### config.mk
export PLATFORM = sky130hd
export DESIGN_NAME = gemm_dot_sequencer_flat
export DESIGN_NICKNAME = d
export VERILOG_FILES = /design/src/rtl/gemm_dot_sequencer_if.sv /design/src/rtl/gemm_dot_sequencer.sv /design/src/flat_wrapper.sv
export SDC_FILE = /design/constraint.sdc
export NUM_CORES = 1
export LEC_CHECK = 0
export BUFFER_PORTS_ARGS = -buffer_cell sky130_fd_sc_hd__clkbuf_2
export CORE_ASPECT_RATIO = 0.7
export CORE_MARGIN = 2
export CORE_UTILIZATION = 60
export DETAILED_ROUTE_END_ITERATION = 10
export PLACE_DENSITY = 0.81
export SETUP_SLACK_MARGIN = 0.05
export SYNTH_ARGS = -nofsm -noshare
export SYNTH_HDL_FRONTEND = slang
export SYNTH_SLANG_ARGS = --single-unit
export TNS_END_PERCENT = 100
### constraint.sdc
create_clock -name clk -period 3.7 [get_ports clk]
set_clock_uncertainty 0.05 [all_clocks]
set_input_delay 0.37 -clock clk [delete_from_list [all_inputs] [get_ports clk]]
set_output_delay 0.37 -clock clk [all_outputs]
set_load 0.01 [all_outputs]
### src/rtl/gemm_dot_sequencer_if.sv
// Job handshake plus A/B/C buffer strobe bundle between the GEMM controller and gemm_dot_sequencer.
// The master modport is the sequencer; the slave modport is the job issuer and SRAM/array side.
interface gemm_dot_sequencer_if #(
  parameter int ADDR_WIDTH = 16,
  parameter int DIM_WIDTH  = 8
);
  logic                  in_valid;
  logic [DIM_WIDTH-1:0]  M_dimension;
  logic [DIM_WIDTH-1:0]  K_dimension;
  logic [DIM_WIDTH-1:0]  N_dimension;
  logic                  busy;
  logic                  done;
  logic                  error;
  logic                  read_enable_A;
  logic                  read_enable_B;
  logic [ADDR_WIDTH-1:0] address_A;
  logic [ADDR_WIDTH-1:0] address_B;
  logic                  start_compute;
  logic                  write_enable_C;
  logic [ADDR_WIDTH-1:0] address_C;

  modport master (
    input  in_valid, M_dimension, K_dimension, N_dimension,
    output busy, done, error, read_enable_A, read_enable_B, address_A, address_B,
           start_compute, write_enable_C, address_C
  );

  modport slave (
    output in_valid, M_dimension, K_dimension, N_dimension,
    input  busy, done, error, read_enable_A, read_enable_B, address_A, address_B,
           start_compute, write_enable_C, address_C
  );
endinterface

### src/rtl/gemm_dot_sequencer.sv
// Walks an MxK by KxN job one dot-product term per cycle and schedules the C writes LAT cycles later.
// Optional busy-cycle counter on perf_cycles when GEMM_SEQ_PERF_EN is defined.
module gemm_dot_sequencer #(
  parameter int ADDR_WIDTH = 16,
  parameter int DIM_WIDTH  = 8,
  parameter int LAT        = 2
) (
  input logic                  clk,
  input logic                  reset_n,
  gemm_dot_sequencer_if.master bus
`ifdef GEMM_SEQ_PERF_EN
  ,
  output logic [31:0]          perf_cycles
`endif
);
  typedef enum logic [1:0] {IDLE, STREAM, DRAIN, DONE} state_e;

  state_e                state, state_next;
  logic [DIM_WIDTH-1:0]  m_dim, k_dim, n_dim;
  logic [DIM_WIDTH-1:0]  m_cnt, k_cnt, n_cnt;
  logic [ADDR_WIDTH-1:0] addr_a, addr_b, addr_c, a_row;
  logic                  err_flag;
  logic [LAT-1:0]        sr_valid;
  logic [ADDR_WIDTH-1:0] sr_addr [LAT];
  logic                  accept, zero_dim, reading, k_last, n_last, m_last, pending;

  assign accept   = (state == IDLE) && bus.in_valid;
  assign zero_dim = (bus.M_dimension == '0) || (bus.K_dimension == '0) || (bus.N_dimension == '0);
  assign reading  = (state == STREAM);
  assign k_last   = (k_cnt == k_dim - DIM_WIDTH'(1));
  assign n_last   = (n_cnt == n_dim - DIM_WIDTH'(1));
  assign m_last   = (m_cnt == m_dim - DIM_WIDTH'(1));

  // Entries still in flight behind the one currently presented as the C write.
  always_comb begin
    pending = 1'b0;
    for (int i = 0; i < LAT - 1; i++) pending = pending | sr_valid[i];
  end

  // NOTE: state registers use non-blocking assignments so every flop samples pre-edge values.
  always_ff @(posedge clk or negedge reset_n) begin
    if (!reset_n) state <= IDLE;
    else          state <= state_next;
  end

  // NOTE: state_next is defaulted first so no path through the case leaves it unassigned (no latch).
  always_comb begin
    state_next = state;
    unique case (state)
      IDLE:    if (bus.in_valid) state_next = zero_dim ? DONE : STREAM;
      STREAM:  if (k_last && n_last && m_last) state_next = DRAIN;
      DRAIN:   if (!pending) state_next = DONE;
      DONE:    state_next = IDLE;
      default: state_next = IDLE;
    endcase
  end

  // Incremental address walk: A steps by 1 along k, B by N along k; C advances once per dot product.
  always_ff @(posedge clk or negedge reset_n) begin
    if (!reset_n) begin
      m_dim    <= '0;
      k_dim    <= '0;
      n_dim    <= '0;
      m_cnt    <= '0;
      k_cnt    <= '0;
      n_cnt    <= '0;
      addr_a   <= '0;
      addr_b   <= '0;
      addr_c   <= '0;
      a_row    <= '0;
      err_flag <= 1'b0;
    end else if (accept) begin
      m_dim    <= bus.M_dimension;
      k_dim    <= bus.K_dimension;
      n_dim    <= bus.N_dimension;
      m_cnt    <= '0;
      k_cnt    <= '0;
      n_cnt    <= '0;
      addr_a   <= '0;
      addr_b   <= '0;
      addr_c   <= '0;
      a_row    <= '0;
      err_flag <= zero_dim;
    end else if (reading) begin
      if (!k_last) begin
        k_cnt  <= k_cnt + DIM_WIDTH'(1);
        addr_a <= addr_a + ADDR_WIDTH'(1);
        addr_b <= addr_b + ADDR_WIDTH'(n_dim);
      end else begin
        k_cnt  <= '0;
        addr_c <= addr_c + ADDR_WIDTH'(1);
        if (!n_last) begin
          n_cnt  <= n_cnt + DIM_WIDTH'(1);
          addr_a <= a_row;
          addr_b <= ADDR_WIDTH'(n_cnt) + ADDR_WIDTH'(1);
        end else begin
          n_cnt  <= '0;
          m_cnt  <= m_cnt + DIM_WIDTH'(1);
          a_row  <= a_row + ADDR_WIDTH'(k_dim);
          addr_a <= a_row + ADDR_WIDTH'(k_dim);
          addr_b <= '0;
        end
      end
    end
  end

  // NOTE: the write-tracking shift register is small control state, so it is reset like any flop;
  // a mid-job reset must not leak a stale C write afterwards.
  always_ff @(posedge clk or negedge reset_n) begin
    if (!reset_n) begin
      sr_valid <= '0;
      for (int i = 0; i < LAT; i++) sr_addr[i] <= '0;
    end else begin
      for (int i = LAT - 1; i > 0; i--) begin
        sr_valid[i] <= sr_valid[i-1];
        sr_addr[i]  <= sr_addr[i-1];
      end
      sr_valid[0] <= reading && k_last;
      sr_addr[0]  <= addr_c;
    end
  end

  assign bus.busy           = (state != IDLE);
  assign bus.done           = (state == DONE);
  assign bus.error          = (state == DONE) && err_flag;
  assign bus.read_enable_A  = reading;
  assign bus.read_enable_B  = reading;
  assign bus.address_A      = reading ? addr_a : '0;
  assign bus.address_B      = reading ? addr_b : '0;
  assign bus.start_compute  = reading && (k_cnt == '0);
  assign bus.write_enable_C = sr_valid[LAT-1];
  assign bus.address_C      = sr_valid[LAT-1] ? sr_addr[LAT-1] : '0;

`ifdef GEMM_SEQ_PERF_EN
  logic [31:0] perf_q;

  always_ff @(posedge clk or negedge reset_n) begin
    if (!reset_n)           perf_q <= '0;
    else if (accept)        perf_q <= '0;
    else if (state != IDLE) perf_q <= perf_q + 32'd1;
  end

  assign perf_cycles = perf_q;
`endif
endmodule

### src/flat_wrapper.sv
// flat-port wrapper written by rule: the top's interface ports become plain ports
module gemm_dot_sequencer_flat 
#(
  parameter int ADDR_WIDTH = 16,
  parameter int DIM_WIDTH  = 8,
  parameter int LAT        = 2
)
  (clk, reset_n, bus_in_valid, bus_M_dimension, bus_K_dimension, bus_N_dimension, bus_busy, bus_done, bus_error, bus_read_enable_A, bus_read_enable_B, bus_address_A, bus_address_B, bus_start_compute, bus_write_enable_C, bus_address_C);
  gemm_dot_sequencer_if #(.ADDR_WIDTH(ADDR_WIDTH), .DIM_WIDTH(DIM_WIDTH)) bus_i ();
  input logic clk;
  input logic reset_n;
  input wire logic [$bits(bus_i.in_valid)-1:0] bus_in_valid;
  input wire logic [$bits(bus_i.M_dimension)-1:0] bus_M_dimension;
  input wire logic [$bits(bus_i.K_dimension)-1:0] bus_K_dimension;
  input wire logic [$bits(bus_i.N_dimension)-1:0] bus_N_dimension;
  output wire logic [$bits(bus_i.busy)-1:0] bus_busy;
  output wire logic [$bits(bus_i.done)-1:0] bus_done;
  output wire logic [$bits(bus_i.error)-1:0] bus_error;
  output wire logic [$bits(bus_i.read_enable_A)-1:0] bus_read_enable_A;
  output wire logic [$bits(bus_i.read_enable_B)-1:0] bus_read_enable_B;
  output wire logic [$bits(bus_i.address_A)-1:0] bus_address_A;
  output wire logic [$bits(bus_i.address_B)-1:0] bus_address_B;
  output wire logic [$bits(bus_i.start_compute)-1:0] bus_start_compute;
  output wire logic [$bits(bus_i.write_enable_C)-1:0] bus_write_enable_C;
  output wire logic [$bits(bus_i.address_C)-1:0] bus_address_C;
  assign bus_i.in_valid = bus_in_valid;
  assign bus_i.M_dimension = bus_M_dimension;
  assign bus_i.K_dimension = bus_K_dimension;
  assign bus_i.N_dimension = bus_N_dimension;
  assign bus_busy = bus_i.busy;
  assign bus_done = bus_i.done;
  assign bus_error = bus_i.error;
  assign bus_read_enable_A = bus_i.read_enable_A;
  assign bus_read_enable_B = bus_i.read_enable_B;
  assign bus_address_A = bus_i.address_A;
  assign bus_address_B = bus_i.address_B;
  assign bus_start_compute = bus_i.start_compute;
  assign bus_write_enable_C = bus_i.write_enable_C;
  assign bus_address_C = bus_i.address_C;
  gemm_dot_sequencer #(.ADDR_WIDTH(ADDR_WIDTH), .DIM_WIDTH(DIM_WIDTH), .LAT(LAT)) u_core (.clk(clk), .reset_n(reset_n), .bus(bus_i));
endmodule
* After elaboration in Yosys (flattened, before gate mapping) *
Cells that the tools add are included.

storage, ports and cells
  register bits = 149
  latch bits = 0
  RAM bits = 0
  bits in read-only memories = 0
  bits of input ports = 27
  output and inout port bits = 55
  logic and storage cells = 88
  memories = 0

operators by class
  $add $sub $neg = 11
  $mul = 0
  div/mod/pow operators = 0
  magnitude comparators = 0
  equality and inequality tests = 9
  shift-type cells = 0
  mux-type cells = 33
  bitwise logic cells = 0
  reductions and logical operators = 20

operators by type and width
  operator                                           number
  two-way mux 16 bit                                 17
  two-way mux 8 bit                                  11
  adder 16 x 1 -> 16 bit (second input constant)     2
  adder 16 x 8 -> 16 bit                             2
  zero test 8 bit                                    4
  adder 8 x 1 -> 8 bit (second input constant)       3
  == test 8 bit                                      3
  subtractor 8 x 1 -> 8 bit (second input constant)  3
  adder 8 x 1 -> 9 bit (second input constant)       1
  two-way mux 2 bit                                  4
  one-hot mux 2 bit (4 select lines)                 1
  nonzero test 2 bit                                 4
  logical AND 1 bit                                  6
  inequality test 2 bit (second input constant)      3
  AND reduction 3 bit                                2
  == test 2 bit (second input constant)              2
  == test 2 x 1 -> 1 bit (second input constant)     1
  zero test 2 bit                                    1
  logical OR 1 bit                                   2
  AND reduction 2 bit                                1

* Logic depth before layout (Yosys ltp) *
Gate-level depths: netlist (run 1).

  depth after elaboration = 6
  depth in mapped cells = 11
  depth with buffers taken out = 9

* Least setup slack after synthesis (run 1) *
No wires, ideal clock.

  path kind = flip-flop to flip-flop
  start point = register u_core.k_dim[1]
  end point = register u_core.m_cnt[1]
  library setup time = 0.132 ns
  arrival = 2.478 ns
  data required time = 3.518 ns
  path slack = 1.041 ns
  cell stages (with the launch flop) = 10
  path buffers = 2
  period minus slack after synthesis = 2.659 ns
  path through = dfrtp_1 -> or4_4 -> or4_4 -> nand3_2 -> and3_1 -> buf_2 -> and2_1 -> buf_4 -> mux2i_1 -> nor2_1

between the ends
  longest elaborated chain between the ends = 4

ends and longest elaborated chain
  what                           RTL line                  source
  start, declared                gemm_dot_sequencer.sv:19  logic [DIM_WIDTH-1:0] m_dim, k_dim, n_dim;
  start signal, assigned         gemm_dot_sequencer.sv:74  k_dim <= bus.K_dimension;
  subtractor 8 x 1 -> 8 bit      gemm_dot_sequencer.sv:30  assign k_last = (k_cnt == k_dim - DIM_WIDTH'(1));
  == test 8 bit                  gemm_dot_sequencer.sv:30
  nonzero test 2 bit (no line)   --
  AND reduction 3 bit (no line)  --
  end signal, assigned           gemm_dot_sequencer.sv:98  m_cnt <= m_cnt + DIM_WIDTH'(1);
  end, declared                  gemm_dot_sequencer.sv:20  logic [DIM_WIDTH-1:0] m_cnt, k_cnt, n_cnt;

No other way between the ends.
A chain may end at the register's enable or synchronous reset.

* Final worst setup path (run 1) *
  start point = register u_core.state[1]
  end point = output bus_start_compute

between the ends
  longest elaborated chain between the ends = 2

ends and longest elaborated chain
  what                    RTL line                   source
  start, declared         gemm_dot_sequencer.sv:18   state_e state, state_next;
  start signal, assigned  gemm_dot_sequencer.sv:43   else state <= state_next;
  == test 2 x 1 -> 1 bit  gemm_dot_sequencer.sv:29   assign reading = (state == STREAM);
  logical AND 1 bit       gemm_dot_sequencer.sv:130  assign bus.start_compute = reading && (k_cnt == '0);
  end, declared           flat_wrapper.sv:23         output wire logic [$bits(bus_i.start_compute)-1:0] bus_start_compute;

No other way between the ends.

==> reports/results.txt, run 1 <==
Of all cell types, the one taking the most synthesized area is sky130_fd_sc_hd__dfrtp_1. Post-CTS timing repair inserted 0 buffers for setup. The fraction of layout instances using a drive strength above 1 works out to 0.138. The run gives 0.0671 as the global routing usage on met3. Buffers inserted to repair hold after CTS numbered 0. The core region is 13800 sq um. The cell area after layout came out at 9590 sq um. The largest individual stage delay along the critical path comes from the cell sky130_fd_sc_hd__nor4b_1. The met2 usage was 0.408; the clock slew at the register clock pins of the worst setup and hold paths was 0.07 ns. STA puts the critical path data arrival time at 2.89 ns.

In this run the count of I/O pins placed on the die edge is 82. The initial antenna violation count is 0, and the worst slack on hold paths is -0.0193 ns. Yosys mapped the design onto 65 distinct sky130hd cell types.

The category of the worst setup path launch point is a flip-flop. Via count of the first global-routing pass: 6468. By area the synthesized netlist is led by sky130_fd_sc_hd__dfrtp_1 44%, sky130_fd_sc_hd__xnor2_1 5.2%, sky130_fd_sc_hd__nand2_1 5.2%. The via count normalized by instance count was 5.86. For the total count of hold-check failures in the final report, the log shows 16.

The delay of the slowest cell on the worst path works out to 0.53 ns. The run gives 0 as the max-capacitance violation count. The cell sitting at the root of the clock tree is a sky130_fd_sc_hd__clkbuf_16. The overall die area was 15000 sq um.

The global routing stage identified its most utilized layer as met1. The worst hold path belongs to the class input port to asynchronous set/reset pin. The clock sink total was 149. TritonCTS built the clock tree. Effective utilization at floorplan: 0.610. The final reports fail on negative hold slack. Most frequently used flop master after synthesis: sky130_fd_sc_hd__dfrtp_1.

Entering global routing, the biggest net connects 97 pins. The final antenna-violating net count is 0. The run gives 33.1 mm as the first-pass GRT wire length. The tools report the later-pin clock latency in the skew report as 0.43 ns.

By count the netlist is led by 149 x sky130_fd_sc_hd__dfrtp_1, 116 x sky130_fd_sc_hd__nand2_1, 67 x sky130_fd_sc_hd__nor2_1, 61 x sky130_fd_sc_hd__and2_1. The tools report the endpoint class of the critical path as an output pin. The portion of synthesized cell area occupied by the leading cell type came out at 0.442. Across all setup checks in the final design, the least slack found is 0.386 ns.

The ratio of final minimum period to clock period came out at 0.896. Most repeated cell in the gate-level netlist after synthesis: sky130_fd_sc_hd__dfrtp_1. The logs give 971 for the total nets after synthesis and 1049 for the filler cell count. Timing analysis after detailed placement gives a worst setup slack of 0.515 ns. The setup path with the least slack is of type flip-flop to output pin. The global-route usage over all layers was 0.280; the number of iterations in the first detailed-routing pass was 5. The combined buffer and inverter count along the critical path is 4.

In this run the tool buffered the top-level ports with 81 buffer cells. The global-route met1 utilization came out at 0.418. The logs give 302 MHz for the maximum clock rate and 640 for the number of DRC markers in iteration 0. On the critical path the largest part of the delay comes from buffers and inverters. Across the VDD grid, the largest voltage drop is 0.000376 V. Setup violations remaining at the end of the flow were counted as 0. The final-report max-slew violation count came out at 0.

Transition at the pin with the smallest max-transition slack: 0.934 ns. The worst slew margin relative to its limit was 0.375. Setup repair after global routing left no endpoint under its margin.

The synthesized area per cell was 9.24 sq um; the wire length after detailed routing was 20.6 mm. Adding up every negative setup slack in the final design gives 0 ns. In this run the critical register-to-register path is launched from u_core.k_dim[1].

In this run, post-CTS repair resized a total of 0 instances. Dividing total power by cell area gives a power density of 671 nW/um^2. For this design the static power due to leakage is 4.55 nW.

In the routed design, unresolved DRC markers number 0. The die extent in x was 146 um; the total number of placement rows was 36. The run finished, with violations left. The critical path goes through inv_1 > ha_1 > buf_4 > clkinv_1 > nor4b_1 > clkbuf_2. For the number of H-tree branching levels, the log shows 4. Summed over all layers, the global routing overflow is 0. The clock passes through at most 2 buffers. The logs give 912 for the post-synthesis instance total and 0 for the count of synthesis-stage warnings from yosys. In this run the cell area measured after placement is 8990 sq um. Dividing the detail-routed wire length by the instance count gives 17.4 um.

The share of the yosys chip area belonging to registers is 0.442, and the number of register bits inferred by synthesis is 149. Routability-driven placement finished with a final weighted congestion of 0.893. The tools report the launch point of the worst path as u_core.state[1].

The time the worst path needs with I/O delays and setup works out to 3.31 ns. After synthesis the cells add up to 8430 sq um. The highest net fanout along the worst path came out at 49.

The number of synthesized flops with an enable pin was 0; the total number of vias was 6945. The vertical extent of the die is 103 um. The half-perimeter wire length after detailed placement came out at 14.4 mm. For the CTS buffer count, the log shows 17. The fraction of registers with async set or reset after synthesis works out to 1.00. The final net count came out at 1040. The critical path required time was 3.28 ns; the layout overhead on the synthesized area was 13.8%.
[cells in the final DEF (no fill, tap or decap), types with 20 or more instances in the layout]
cell,Yosys,layout
sky130_fd_sc_hd__dfrtp_1,149,149
sky130_fd_sc_hd__xnor2_1,50,50
sky130_fd_sc_hd__nor2_1,67,67
sky130_fd_sc_hd__nand3_1,37,37
sky130_fd_sc_hd__nor3_1,20,20
sky130_fd_sc_hd__clkbuf_2,1,80
sky130_fd_sc_hd__o21ai_0,50,50
sky130_fd_sc_hd__nand2_1,116,116
sky130_fd_sc_hd__and2_1,61,60
sky130_fd_sc_hd__ha_1,30,30
sky130_fd_sc_hd__a21oi_1,44,44
sky130_fd_sc_hd__xor2_1,40,40
[state kept, by name (all words and copies together) (netlist names)]
name,cells
u_core.sr_valid,2
u_core.addr_b,16
u_core.addr_c,16
u_core.k_cnt,8
u_core.a_row,16
u_core.state,2
u_core.m_dim,8
u_core.k_dim,8
u_core.m_cnt,8
u_core.n_dim,8
u_core.sr_addr,32
u_core.addr_a,16
u_core.n_cnt,8
u_core.err_flag,1
[power by group]
| part | internal [mW] | switching, mW |
|---|---|---|
| Clock | 0.969 | 0.787 |
| Sequential | 1.90 | 0.410 |
| Combinational | 0.922 | 1.44 |
[path summary, 6_finish.rpt]
check / end / slack, ns / cells after the start
setup reg to reg: u_core.addr_a[8] / 0.40 / 9
max in group asynchronous: u_core.m_cnt[3] / 2.81 / 2
min in group clk: u_core.k_dim[2] / 0.11 / 3
hold reg to reg: u_core.sr_addr[10] / 0.30 / 0
setup / recovery: bus_start_compute / 0.39 / 6
hold / removal: u_core.addr_b[12] / -0.02 / 1
[layer usage]
metal / part of all wire / vias up
met2: 0.42 / 268
met5: 0 / -
met1: 0.49 / 3340
met3: 0.081 / 24
li1: - / 3313
met4: 0.014 / 0
[kinds of logic (layout without fill, tap and decap cells)]
logic type / count (synthesis) / count (layout) / synth area share
compound gates: 160 / 160 / 0.117
buf+inv: 62 / 144 / 0.0309
mux: 19 / 19 / 0.0227
other cells: 0 / 1 / 0
fa+ha+maj: 32 / 32 / 0.0493
simple gates: 400 / 400 / 0.244
xor+xnor: 90 / 90 / 0.0935
flops: 149 / 149 / 0.442
[area by class of cell]
type,instances,area [sq um],share of cell area
Antenna cell,1,2.50,0.000261
Clock inverter,15,171,0.0179
Clock buffer,17,425,0.0444
Inverter,20,75.1,0.00783
Timing Repair Buffer,92,507,0.0528
Tap cell,190,238,0.0248
Multi-Input combinational cell,701,4440,0.463
Sequential cell,149,3730,0.389
[metrics by stage]
stage                     total power, mW   util  std cells
final                                6.44  0.694       1185
after detailed placement             4.62  0.650       1152
after global routing                 6.80  0.693       1184
after CTS                            6.40  0.693       1184
after floorplan                      3.92      -        912
after global placement               4.55  0.650       1152
Power figures use the tool's default switching activity.
==> inputs of run 2 (changes only) <==
--- a/config.mk
+++ b/config.mk
@@ -6,11 +6,12 @@
 export NUM_CORES = 1
 export LEC_CHECK = 0
 export BUFFER_PORTS_ARGS = -buffer_cell sky130_fd_sc_hd__clkbuf_2
-export CORE_ASPECT_RATIO = 0.7
+export CORE_ASPECT_RATIO = 0.8
 export CORE_MARGIN = 2
-export CORE_UTILIZATION = 60
+export CORE_UTILIZATION = 62
+export CTS_BUF_LIST = sky130_fd_sc_hd__clkbuf_8
 export DETAILED_ROUTE_END_ITERATION = 10
-export PLACE_DENSITY = 0.81
+export PLACE_DENSITY = 0.83
 export SETUP_SLACK_MARGIN = 0.05
 export SYNTH_ARGS = -nofsm -noshare
 export SYNTH_HDL_FRONTEND = slang
==> reports/results.txt, run 2 (same netlist as run 1, synthesis figures left out) <==
The later-pin clock latency in the skew report was 0.46 ns (was 0.43 ns). The half-perimeter wire length after detailed placement is 13.6 mm (was 14.4 mm), and the data arrival time of the worst path is 3.59 ns (was 2.89 ns). The highest net fanout along the worst path was 19 (was 49); the delay of the slowest cell on the worst path was 0.77 ns (was 0.53 ns).

The routed wire length per instance was 16.3 um (was 17.4 um); the total number of placement rows was 38 (was 36). The tools report the max-capacitance violation count as 0 (unchanged). The number of buffer cells added on primary ports came out at 81 (unchanged). Remaining routing DRC violations: 0 (unchanged).

The run finished, with violations left. The via count normalized by instance count was 5.90 (was 5.86); the first-pass GRT wire length was 31.5 mm (was 33.1 mm). The initial antenna violation count is 0 (unchanged), and the critical path required time is 4.00 ns (was 3.28 ns).

The global placer's final weighted congestion came out at 0.897 (was 0.893). The total power was 5.83 mW (was 6.44 mW). The library cell contributing the largest single delay on the critical path was sky130_fd_sc_hd__and4_1 (was sky130_fd_sc_hd__nor4b_1).

For the post-place instance area, the log shows 8990 sq um (about the same). Post-route setup TNS: 0 ns (unchanged). The vertical extent of the die is 108 um (was 103 um). The number of iterations in the first detailed-routing pass was 5 (unchanged); the met2 usage was 0.393 (was 0.408). The run gives -0.0242 ns (was -0.0193 ns) as the worst slack on hold paths. The run gives 6935 (was 6945) as the total number of vias.

The fraction of layout instances using a drive strength above 1 is 0.138 (about the same). The tools report the area of the multi-input gates as 4440 sq um (unchanged). The run gives 0.275 (was 0.280) as the global-route usage over all layers. Flip-flop count of the largest register after layout: 32 (unchanged). Die extent in x: 134 um (was 146 um). The number of DRC markers in iteration 0 is 694 (was 640), and the overall die area is 14600 sq um (was 15000 sq um). The launch point of the worst path was u_core.k_dim[1] (was u_core.state[1]). The run gives 0.345 (was 0.375) as the worst slew margin relative to its limit. For the number of buffers inserted by post-CTS setup repair, the log shows 0 (unchanged).

Final antenna-violating net count: 0 (unchanged). The cell area after layout came out at 9370 sq um (was 9590 sq um). The tools report the endpoint class of the critical path as a flip-flop (was an output pin).

The time the worst path needs with I/O delays and setup was 3.29 ns (was 3.31 ns). The classification of the worst-slack hold path was input port to asynchronous set/reset pin (unchanged). For the clock sink total, the log shows 149 (unchanged).

The run gives 109 (was 97) as the maximum number of pins on one net before global-route repair. The tools report the leakage power total as 4.45 nW (was 4.55 nW). The run gives 0 (unchanged) as the final setup violation count.

The layout overhead on the synthesized area was 11.1% (was 13.8%). For the maximum buffer depth of the clock tree, the log shows 2 (unchanged). The run gives 0 (unchanged) as the count of instances resized after the clock tree is built.

Cell-by-cell trace of the critical path: inv_1 > ha_1 > nor3b_1 > a21oi_1 > nor4_2 > and4_1 > buf_4 > nor2_1 > a211oi_1 (was inv_1 > ha_1 > buf_4 > clkinv_1 > nor4b_1 > clkbuf_2). The startpoint of the worst register-to-register path is u_core.k_dim[1] (unchanged). The sequential standard cell area came out at 3730 sq um (unchanged).

The critical path start-end classification was flip-flop to flip-flop (was flip-flop to output pin). The tools report the utilization after layout as 0.699 (was 0.694). The count of inserted antenna diode cells was 0 (was 1).

TritonCTS built the clock tree. The effective utilization at floorplan came out at 0.629 (was 0.610). The category of the worst setup path launch point was a flip-flop (unchanged). Failing checks: negative hold slack (unchanged). The total count of hold-check failures in the final report was 29 (was 16). Highest-utilization routing layer at the global route stage: met1 (unchanged).

Setup repair after global routing left no endpoint under its margin. The register with the highest flop count is u_core.sr_addr (unchanged). Number of I/O pins: 82 (unchanged).

For the global-route met1 utilization, the log shows 0.422 (was 0.418). The core outline area was 13400 sq um (was 13800 sq um); the maximum clock rate was 304 MHz (was 302 MHz). The clock tree root buffer cell is sky130_fd_sc_hd__clkbuf_8 (was sky130_fd_sc_hd__clkbuf_16).

The final-report max-slew violation count came out at 0 (unchanged). The run gives 0.000374 V (was 0.000376 V) as the peak supply drop. The number of standard cells in the final layout excluding fillers was 1175 (was 1185); the final net count was 1041 (was 1040). The ratio of final minimum period to clock period works out to 0.889 (was 0.896). The combined buffer and inverter count along the critical path is 2 (was 4). The most common cell after layout, fill and taps aside was sky130_fd_sc_hd__dfrtp_1 (unchanged).

The transition at the pin with the smallest max-transition slack was 0.979 ns (was 0.934 ns). The clock slew at the register clock pins of the worst setup and hold paths works out to 0.09 ns (was 0.07 ns). The tools report the cell total after placement as 1143 (was 1152). The CTS buffer count is 17 (unchanged), and the wire length after detailed routing is 19.1 mm (was 20.6 mm). The global routing usage on met3 is 0.0633 (was 0.0671). The run gives 0 (unchanged) as the final global-route overflow total. Number of H-tree branching levels: 4 (unchanged). The filler cell count was 1051 (was 1049); the via count of the first global-routing pass was 6232 (was 6468). The total power density per cell area is 622 nW/um^2 (was 671 nW/um^2).

Highest-count cells in the layout ignoring fill and taps: 149 x sky130_fd_sc_hd__dfrtp_1, 116 x sky130_fd_sc_hd__nand2_1, 80 x sky130_fd_sc_hd__clkbuf_2, 67 x sky130_fd_sc_hd__nor2_1, 60 x sky130_fd_sc_hd__and2_1 (unchanged). The number of hold buffers added after cts is 0 (unchanged). The top cell family by delay on the critical path was simple AND/OR/NAND/NOR gates (was buffers and inverters).
run 2: cell count changes in the layout (fill, tap and decap cells not counted), sizes merged:
| cell | change |
|---|---|
| diode | -1 |
| inv | -5 |
| clkinvlp | +3 |
| clkinv | +2 |
| buf | +1 |
run 2: area by class of cell:
cell class              count  share of cell area
multi-input cells         701               0.474
flip-flops and latches    149               0.398
repair buffers             93              0.0549
clock buffers              17              0.0250
well taps                 180              0.0240
clock inverters            15              0.0156
inverters                  20             0.00801
run 2: metrics by stage:
step           hold WS (ns)  setup slack [ns]
2_1_floorplan        0.0244              1.04
3_3_place_gp          0.282             0.617
3_5_place_dp          0.287             0.493
4_1_cts             0.00845             0.476
5_1_grt              0.0538             0.187
6_report            -0.0242             0.409
run 2: where the power goes:
| group | internal, mW | total (mW) | switching (mW) | leakage, nW |
|---|---|---|---|---|
| combinational | 0.917 | 2.30 | 1.38 | 2.25 |
| sequential | 1.90 | 2.31 | 0.411 | 2.02 |
| clock | 0.547 | 1.21 | 0.667 | 0.186 |
| total | 3.36 | 5.83 | 2.46 | 4.45 |
run 2: final timing paths:
check | end | slack, ns | cells after the start
worst max register to register | u_core.addr_a[8] | 0.41 | 9
min in group clk | u_core.n_dim[7] | 0.07 | 3
worst max-delay path | u_core.addr_a[8] | 0.41 | 9
worst min register to register | u_core.sr_addr[10] | 0.30 | 0
max in group asynchronous | u_core.addr_c[7] | 2.87 | 2
worst min-delay path | u_core.k_cnt[2] | -0.02 | 1
run 2: per-layer routing:
| layer | wire length [um] | up-vias |
|---|---|---|
| met5 | 0 | - |
| met3 | 1400 | 18 |
| li1 | - | 3332 |
| met1 | 9310 | 3325 |
| met2 | 8200 | 260 |
| met4 | 210 | 0 |
